**src/rtl/arbitro_banco_de_registros_pkg.sv**
```systemverilog
// Shared definitions for the register-bank arbiter.
//   state_t : arbiter FSM encoding (ARB, LOCK_A, LOCK_B)
//   ID_A/ID_B : requester ids, also used as the round-robin priority value
package arbitro_banco_de_registros_pkg;

  typedef enum logic [1:0] {
    ARB    = 2'd0,
    LOCK_A = 2'd1,
    LOCK_B = 2'd2
  } state_t;

  localparam logic ID_A = 1'b0;
  localparam logic ID_B = 1'b1;

endpackage

```
**src/rtl/arbitro_rr2.sv**
```systemverilog
// Two-way round-robin grant.
//   req_a/req_b : requests
//   prio        : requester that wins a tie (ID_A / ID_B)
//   gnt_a/gnt_b : one-hot (or zero) grant
//   prio_nxt    : priority after this grant (the requester that did not win)
module arbitro_rr2
  import arbitro_banco_de_registros_pkg::*;
(
  input  logic req_a,
  input  logic req_b,
  input  logic prio,
  output logic gnt_a,
  output logic gnt_b,
  output logic prio_nxt
);

  always_comb begin
    gnt_a    = req_a & (~req_b | (prio == ID_A));
    gnt_b    = req_b & ~gnt_a;
    prio_nxt = prio;
    if (gnt_a)      prio_nxt = ID_B;
    else if (gnt_b) prio_nxt = ID_A;
  end

endmodule

```
**src/rtl/arbitro_banco_de_registros.sv**
```systemverilog
// Two-requester arbiter in front of a 2R/1W register bank.
//   Client side (A and B): req/lock/we, rs1/rs2/rd addresses, din in;
//     gnt (combinational), vld (1-cycle pulse after gnt), dout1/dout2 out.
//   Bank side: addr_rs1/addr_rs2/addr_rd/we/data_in out, rs1/rs2 read data in.
// Round-robin between A and B; a granted client may hold the bank with lock_x
// for at most LOCK_MAX consecutive grants, then is forced out and its lock
// request is ignored until it has been deasserted for one cycle.
module arbitro_banco_de_registros
  import arbitro_banco_de_registros_pkg::*;
#(
  parameter int N        = 5,
  parameter int M        = 32,
  parameter int LOCK_MAX = 8,
  parameter int ZERO_REG = 1
) (
  input  logic         clk,
  input  logic         rst,
  input  logic         req_a,
  input  logic         lock_a,
  input  logic         we_a,
  input  logic [N-1:0] rs1_a,
  input  logic [N-1:0] rs2_a,
  input  logic [N-1:0] rd_a,
  input  logic [M-1:0] din_a,
  output logic         gnt_a,
  output logic         vld_a,
  output logic [M-1:0] dout1_a,
  output logic [M-1:0] dout2_a,
  input  logic         req_b,
  input  logic         lock_b,
  input  logic         we_b,
  input  logic [N-1:0] rs1_b,
  input  logic [N-1:0] rs2_b,
  input  logic [N-1:0] rd_b,
  input  logic [M-1:0] din_b,
  output logic         gnt_b,
  output logic         vld_b,
  output logic [M-1:0] dout1_b,
  output logic [M-1:0] dout2_b,
  output logic [N-1:0] addr_rs1,
  output logic [N-1:0] addr_rs2,
  output logic [N-1:0] addr_rd,
  output logic         we,
  output logic [M-1:0] data_in,
  input  logic [M-1:0] rs1,
  input  logic [M-1:0] rs2
);

  localparam int            CW      = $clog2(LOCK_MAX + 1);
  localparam logic [CW-1:0] CNT_MAX = CW'(LOCK_MAX);

  state_t        state_q, state_d;
  logic          prio_q, prio_d;
  logic [CW-1:0] cnt_q, cnt_d, cnt_inc;
  logic          ign_a_q, ign_a_d, ign_b_q, ign_b_d;
  logic          rr_gnt_a, rr_gnt_b, rr_prio;
  logic          g_a, g_b, use_rr;
  logic          ok_a, ok_b;

  arbitro_rr2 u_rr (
    .req_a    (req_a),
    .req_b    (req_b),
    .prio     (prio_q),
    .gnt_a    (rr_gnt_a),
    .gnt_b    (rr_gnt_b),
    .prio_nxt (rr_prio)
  );

  assign cnt_inc = cnt_q + CW'(1);

  always_comb begin
    state_d = state_q;
    prio_d  = prio_q;
    cnt_d   = cnt_q;
    // ignore flag clears once lock has been seen low at a clock edge
    ign_a_d = ign_a_q & lock_a;
    ign_b_d = ign_b_q & lock_b;
    g_a     = 1'b0;
    g_b     = 1'b0;
    use_rr  = 1'b0;
    unique case (state_q)
      LOCK_A: begin
        if (req_a) begin
          g_a   = 1'b1;
          cnt_d = cnt_inc;
          if (!lock_a || cnt_inc >= CNT_MAX) begin
            state_d = ARB;
            prio_d  = ID_B;
            cnt_d   = '0;
            if (lock_a) ign_a_d = 1'b1;  // forced release
          end
        end else begin
          use_rr = 1'b1;
        end
      end
      LOCK_B: begin
        if (req_b) begin
          g_b   = 1'b1;
          cnt_d = cnt_inc;
          if (!lock_b || cnt_inc >= CNT_MAX) begin
            state_d = ARB;
            prio_d  = ID_A;
            cnt_d   = '0;
            if (lock_b) ign_b_d = 1'b1;
          end
        end else begin
          use_rr = 1'b1;
        end
      end
      default: use_rr = 1'b1;
    endcase
    // plain round-robin cycle; a lock request (not being ignored) opens a lock
    if (use_rr) begin
      g_a     = rr_gnt_a;
      g_b     = rr_gnt_b;
      prio_d  = rr_prio;
      state_d = ARB;
      cnt_d   = '0;
      if (g_a && lock_a && !ign_a_q) begin
        state_d = LOCK_A;
        cnt_d   = CW'(1);
      end else if (g_b && lock_b && !ign_b_q) begin
        state_d = LOCK_B;
        cnt_d   = CW'(1);
      end
    end
  end

  // grants are forced low for the whole time reset is asserted
  assign gnt_a = g_a & rst;
  assign gnt_b = g_b & rst;

  assign ok_a = (ZERO_REG == 0) || (rd_a != '0);
  assign ok_b = (ZERO_REG == 0) || (rd_b != '0);

  always_comb begin
    addr_rs1 = '0;
    addr_rs2 = '0;
    addr_rd  = '0;
    data_in  = '0;
    we       = 1'b0;
    if (gnt_a) begin
      addr_rs1 = rs1_a;
      addr_rs2 = rs2_a;
      addr_rd  = rd_a;
      data_in  = din_a;
      we       = we_a & ok_a;
    end else if (gnt_b) begin
      addr_rs1 = rs1_b;
      addr_rs2 = rs2_b;
      addr_rd  = rd_b;
      data_in  = din_b;
      we       = we_b & ok_b;
    end
  end

  always_ff @(posedge clk or negedge rst) begin
    if (!rst) begin
      state_q <= ARB;
      prio_q  <= ID_A;
      cnt_q   <= '0;
      ign_a_q <= 1'b0;
      ign_b_q <= 1'b0;
      vld_a   <= 1'b0;
      vld_b   <= 1'b0;
      dout1_a <= '0;
      dout2_a <= '0;
      dout1_b <= '0;
      dout2_b <= '0;
    end else begin
      state_q <= state_d;
      prio_q  <= prio_d;
      cnt_q   <= cnt_d;
      ign_a_q <= ign_a_d;
      ign_b_q <= ign_b_d;
      vld_a   <= gnt_a;
      vld_b   <= gnt_b;
      // read data sampled at the same edge that commits the write: old value
      if (gnt_a) begin
        dout1_a <= rs1;
        dout2_a <= rs2;
      end
      if (gnt_b) begin
        dout1_b <= rs1;
        dout2_b <= rs2;
      end
    end
  end

endmodule
```
**config.mk**
```make
export PLATFORM = sky130hd
export DESIGN_NAME = arbitro_banco_de_registros
export DESIGN_NICKNAME = d
export VERILOG_FILES = /design/src/rtl/arbitro_banco_de_registros_pkg.sv /design/src/rtl/arbitro_rr2.sv /design/src/rtl/arbitro_banco_de_registros.sv
export SDC_FILE = /design/constraint.sdc
export NUM_CORES = 1
export LEC_CHECK = 0
export CELL_PAD_IN_SITES_DETAIL_PLACEMENT = 0
export CELL_PAD_IN_SITES_GLOBAL_PLACEMENT = 1
export CORE_MARGIN = 8
export CORE_UTILIZATION = 31
export CTS_CLUSTER_DIAMETER = 150
export CTS_CLUSTER_SIZE = 25
export DETAILED_ROUTE_END_ITERATION = 10
export PLACE_DENSITY_LB_ADDON = 0.3
export SYNTH_ARGS = -nofsm -noshare
export SYNTH_HDL_FRONTEND = slang
export SYNTH_HIERARCHICAL = 1
export SYNTH_SLANG_ARGS = --single-unit
```
**constraint.sdc**
```tcl
create_clock -name clk -period 4 [get_ports clk]
set_clock_uncertainty 0.05 [all_clocks]
set_input_delay 0.6 -clock clk [delete_from_list [all_inputs] [get_ports clk]]
set_output_delay 0.6 -clock clk [all_outputs]
set_load 0.02 [all_outputs]
```
==> After elaboration in Yosys (flattened, before gate mapping) <==
Index checks and enable logic that the tools add are counted.
{ "word_totals": {"wordCells": 99, "inputBits": 166, "ff_bits": 139, "out_inout_bits": 180} }
{ "classes": {"n_bitwise": 12, "mux": 51, "eq_ne": 7, "reduce_logical": 16, "addsub": 1, "magnitude_cmp": 1} }
{ "ops": {"columns": ["op", "n"], "rows": [
  ["two-way mux 32 bit", 2],
  ["two-way mux 5 bit", 6],
  ["two-way mux 1 bit", 27],
  ["two-way mux 4 bit", 5],
  ["inequality test 3 bit (second input constant)", 5],
  ["two-way mux 2 bit", 7],
  ["nonzero test 5 bit", 2],
  ["bitwise AND 1 bit", 8],
  ["one-hot mux 4 bit (2 select lines)", 1],
  ["AND reduction 6 bit", 1],
  ["AND reduction 5 bit", 1],
  ["adder 4 x 1 -> 4 bit (second input constant)", 1],
  [">= comparator 4 bit (second input constant)", 1],
  ["logical AND 1 bit", 4],
  ["logical NOT 1 bit", 4],
  ["one-hot mux 1 bit (2 select lines)", 2],
  ["one-hot mux 2 bit (2 select lines)", 1],
  ["inverter 1 bit", 3],
  ["AND reduction 3 bit", 1],
  ["nonzero test 3 bit", 1],
  ["equality test 2 x 1 -> 1 bit (second input constant)", 1],
  ["equality test 2 bit (second input constant)", 1],
  ["logical OR 1 bit", 2],
  ["bitwise OR 1 bit", 1]
]} }

==> Logic depth before layout (Yosys ltp) <==
{ "logic_depth": {"depth_word": 10, "mapped_depth": 9, "ltp_nobuf": 6} }

==> Hierarchy <==
Netlist, hierarchy kept.
{ "by_module_without_submodules": {"columns": ["module", "area_each_um2", "seq_area_each_um2", "cells_per_inst", "n_inst"], "rows": [
  ["arbitro_banco_de_registros", 5980.7, 3478.3, 395, 1],
  ["arbitro_rr2", 28.8, 0.0, 5, 1]
]} }

==> Least setup slack after synthesis <==
Ideal clock, no wire load.
{ "synth_path": {"path_type": "reg2out", "start": "reg state_q[0]", "end": "out addr_rd[3]", "slack_ns": 1.313, "arrival_time_ns": 2.037, "path_stages_with_launch": 10, "n_path_buf": 3, "required_ns": 3.350, "path_cell_list": "dfrtp_1 -> inv_1 -> ha_1 -> nor2b_4 -> or3_4 -> and3_1 -> buf_2 -> buf_6 -> buf_2 -> a22o_1"} }
{ "synth_via": {"elab_cells_between_ends": 11, "cone_classes": "eq/ne (2); mux (7); bitwise (2)"} }
{ "synth_rtl": {"columns": ["element", "line_no", "source"], "rows": [
  ["start: declaration", "arbitro_banco_de_registros.sv:52", "state_t state_q, state_d;"],
  ["start signal: assignment", "arbitro_banco_de_registros.sv:171", "state_q <= state_d;"],
  ["equality test 2 bit / equality test 2 x 1 -> 1 bit (equally long branches)", "arbitro_banco_de_registros.sv:81", "unique case (state_q)"],
  ["one-hot mux 1 bit (2 select lines) / two-way mux 1 bit (equally long branches)", "arbitro_banco_de_registros.sv:81", null],
  ["two-way mux 1 bit (*)", "arbitro_banco_de_registros.sv:113", "if (use_rr) begin"],
  ["bitwise AND 1 bit (*)", "arbitro_banco_de_registros.sv:130", "assign gnt_a = g_a & rst;"],
  ["net gnt_a", "arbitro_banco_de_registros.sv:25", "output logic gnt_a,"],
  ["two-way mux 5 bit (*)", "arbitro_banco_de_registros.sv:142", "if (gnt_a) begin"],
  ["end: declaration", "arbitro_banco_de_registros.sv:42", "output logic [N-1:0] addr_rd,"]
]} }
The timed path passes the listed nets; every way through them passes the cells marked *.

==> Worst setup path in the final report <==
{ "layout_path": {"start": "in req_b", "end": "out data_in[1]"} }
{ "layout_via": {"elab_chain_cells": 9, "elab_cells_between_ends": 15, "cone_classes": "mux (8); bitwise (7)"} }
{ "layout_lines": {"columns": ["element", "line_no", "source"], "rows": [
  ["start: declaration", "arbitro_banco_de_registros.sv:29", "input logic req_b,"],
  ["inverter 1 bit", "arbitro_rr2.sv:18", "gnt_a = req_a & (~req_b | (prio == ID_A));"],
  ["bitwise OR 1 bit", "arbitro_rr2.sv:18", null],
  ["bitwise AND 1 bit", "arbitro_rr2.sv:18", null],
  ["inverter 1 bit", "arbitro_rr2.sv:19", "gnt_b = req_b & ~gnt_a;"],
  ["bitwise AND 1 bit", "arbitro_rr2.sv:19", null],
  ["two-way mux 1 bit", "arbitro_banco_de_registros.sv:113", null],
  ["bitwise AND 1 bit", "arbitro_banco_de_registros.sv:131", "assign gnt_b = g_b & rst;"],
  ["two-way mux 32 bit", "arbitro_banco_de_registros.sv:148", "end else if (gnt_b) begin"],
  ["two-way mux 32 bit (*)", "arbitro_banco_de_registros.sv:142", null],
  ["end: declaration", "arbitro_banco_de_registros.sv:44", "output logic [M-1:0] data_in,"]
]} }
Mark *: on every way between the ends. The rest lies on a longest branch, timed or not.

==> run_results.csv <==
group,metric,value,unit
synth,synth.top_cell.area_share,57.9,%
grt,first_global_vias,5312,
critical_path,cp_top_family,"buffers and inverters",
synth,yosys.area.top_type,"dfrtp_1",
clock_tree,cts-root-buf,"clkbuf_16",
finish,final_cell_mix,"clkdlybuf4s50_1 (338), dfrtp_1 (139), mux2_2 (108), a22o_1 (48), mux2_4 (21)",
synth,async_flop_share,100,%
synth,syn-cell-area,0.00601,mm2
timing,setup_violations,0,
drt,drc_errors,0,
clock_tree,numCtsBuffers,17,
synth,synthTopCellsByArea,"dfrtp_1 (58%), mux2_2 (20%), a22o_1 (7.0%), mux2_4 (5.2%), buf_6 (1.7%)",
finish,fillCellCount,1669,
placement,gp_congestion,0.891,
drt,avgViaCountPerCell,4.66,
critical_path,r2r_slack,1.02,ns
synth,ys_ff_latch,139,
timing,tightest_slew,0.905,ns
placement,portBuffers,345,
finish,area_growth,72.4,%
timing,rsz0062_at_grt,"no",
critical_path,worst_setup_path_start_kind,"input port",
drt,initialDrtViolationCount,202,
clock_tree,insertion_delay,0.41,ns
synth,synth_fp_nets,569,
floorplan,fp.dieH,155,um
power,ir_drop,0.441,mV
timing,max_freq,264,MHz
finish,finalNonFillerCells,1027,
critical_path,crit_slowest_cell,"o31ai_1",
critical_path,critPathRequiredTime,3.35,ns
drt,wl_per_cell,21.9,um
critical_path,r2r-start,"state_q[0]",
critical_path,path_buf_inv,3,
floorplan,start_util,31.2,%
timing,drv_slew,0,
critical_path,r2r_cells,8,
critical_path,crit_path_max_fanout,48,
synth,synth-edff-count,0,
synth,yosys_most_used_dff,"dfrtp_1",
drt,num_vias,4785,
grt,grt.overflow.total,0,
placement,dp.cells,992,
finish,final_nets,916,
critical_path,slowest_delay,0.70,ns
grt,grt_max_degree,68,
drt,wl,22500,um
power,p_leak,4.23,nW
timing,period_minus_slack,3.79,ns
critical_path,cp.arrival,3.14,ns
power,power,9.12,mW
critical_path,cpMostUsedCell,"clkdlybuf4s50_1",
timing,slew_headroom,39.7,%
synth,avgSynthCellArea,15.0,um2
grt,grt_pass1_wl,33300,um
drt,ant_nets,0,
clock_tree,cts_resized,0,
placement,hpwl,17900,um
synth,synth_cells,400,
critical_path,path_depth,7,
finish,multi_input_area,0.00235,mm2
critical_path,crit_chain,"clkdlybuf4s50_1 > nor2b_4 > o31ai_1 > a221oi_4 > buf_12 > a22o_1 > clkdlybuf4s50_1",
drt,firstDrtPassIters,4,
floorplan,io_pins,346,
hold_path,whs_endpoint,"dout1_b[10]",
critical_path,crit_path_end_kind,"output port",
timing,totalNegativeSetupSlack,0,ns
timing,fin_crit_sh,94.7,%
hold_path,min_from,"dout1_b[10]",
finish,drive_gt1_share,23.7,%
floorplan,rows,51,
finish,fin_util,53.8,%
clock_tree,cts_setup_buffers,0,
timing,hold_violations,0,
floorplan,fp.dieArea,0.0241,mm2
power,power.density,880,mW/mm2
clock_tree,clkTransAtPathRegs,0.06,ns
clock_tree,htreeDepth,4,
synth,ys_warn_count,6,
finish,final_common_cell,"clkdlybuf4s50_1",
hold_path,hold_path_depth,1,
critical_path,crit_type,"in2out",
hold_path,worstHoldPathType,"reg2reg",
synth,synth_cell_types,38,
clock_tree,cts_buffer_depth,2,
synth,seq_area_frac_synth,57.9,%
floorplan,die_x,155,um
finish,register_area,0.00348,mm2
clock_tree,cts_tree,"yes",
flow_run,cap_viol_max_count,0,
floorplan,core,0.0193,mm2
grt,grt_antenna_before_repair,2,
outcome,status,"completed",
grt,grt.total_usage,18.4,%
clock_tree,ctsHoldBuffers,1,
clock_tree,cts.sinks,139,
critical_path,rr_endpoint,"dout1_a[1]",
[power breakdown]
| group | switching (mW) | internal [mW] | total, mW |
|---|---|---|---|
| clock | 0.604 | 1.00 | 1.61 |
| combinational | 2.40 | 2.64 | 5.04 |
| sequential | 0.363 | 2.11 | 2.48 |
[flip-flops by register name (all words and copies together) (netlist names)]
name / count
dout1_a: 32
dout1_b: 32
dout2_a: 32
dout2_b: 32
cnt_q: 4
state_q: 2
ign_a_q: 1
ign_b_q: 1
prio_q: 1
vld_a: 1
vld_b: 1
[area by class of cell]
| cell class | instances | share of cell area [%] |
|---|---|---|
| Sequential cell | 139 | 33.6 |
| Inverter | 5 | 0.181 |
| Tap cell | 265 | 3.20 |
| Clock buffer | 19 | 4.27 |
| Antenna cell | 2 | 0.0483 |
| Timing Repair Buffer | 353 | 34.4 |
| Multi-Input combinational cell | 231 | 22.7 |
| Clock inverter | 13 | 1.62 |
[synth_stat cells (2+ instances only)]
library cell	number
nand4_1	3
mux2_2	108
dfrtp_1	139
o21ai_0	4
buf_6	9
nor3_1	3
ha_1	3
buf_4	2
a31oi_1	3
nand2_1	6
nor2b_1	4
nand2b_1	3
nor2_1	3
inv_1	5
and2_1	2
a22o_1	48
buf_2	14
mux2_4	21
[worst max-delay path by stage]
stage / start / end / slack (ns)
finish: req_b / data_in[1] / 0.21
global route: state_q[0] / we / 0.04
CTS: state_q[0] / data_in[31] / 0.18
detailed placement: req_b / data_in[31] / 0.20
global placement: req_b / we / 0.27
floorplan: state_q[0] / addr_rd[3] / 1.31
[layer usage]
layer	up-vias	GRT usage, %	wire length [um]
li1	2183	-	-
met3	29	7.18	1920
met1	2364	17.1	7460
met5	-	0	0
met4	0	8.36	711
met2	209	34.9	12400
[worst reg2reg max path, cell delays in order, from the launching register on]
cell and delay (ns):
dfrtp_1 0.36, inv_1 0.06, ha_1 0.36, nand2b_1 0.17, o21bai_1 0.31, and3_4 0.29
buf_4 0.18, buf_4 0.63, mux2_2 0.46
[per-stage QoR]
stage / area, um2 / setup WS, ns / hold slack [ns]
detailed placement: 9740 / 0.200 / 0.404
finish: 10400 / 0.212 / 0.453
floorplan: 6010 / 1.31 / 0.254
CTS: 10400 / 0.182 / 0.458
global route: 10400 / 0.0443 / 0.464
global placement: 9740 / 0.273 / 0.400
[logic make-up (layout without fill, tap and decap cells)]
kind of cell	Yosys count	after routing	share of synthesized area [%]
flip-flops	139	139	57.9
multiplexers	130	130	25.7
AO/OA/AOI/OAI	64	64	8.89
AND/OR/NAND/NOR	32	32	3.25
buffers and inverters	30	390	3.41
adder cells (fa/ha/maj)	3	3	0.625
XOR/XNOR	2	2	0.292
other	0	2	0
(Power assumes the default switching activity.)
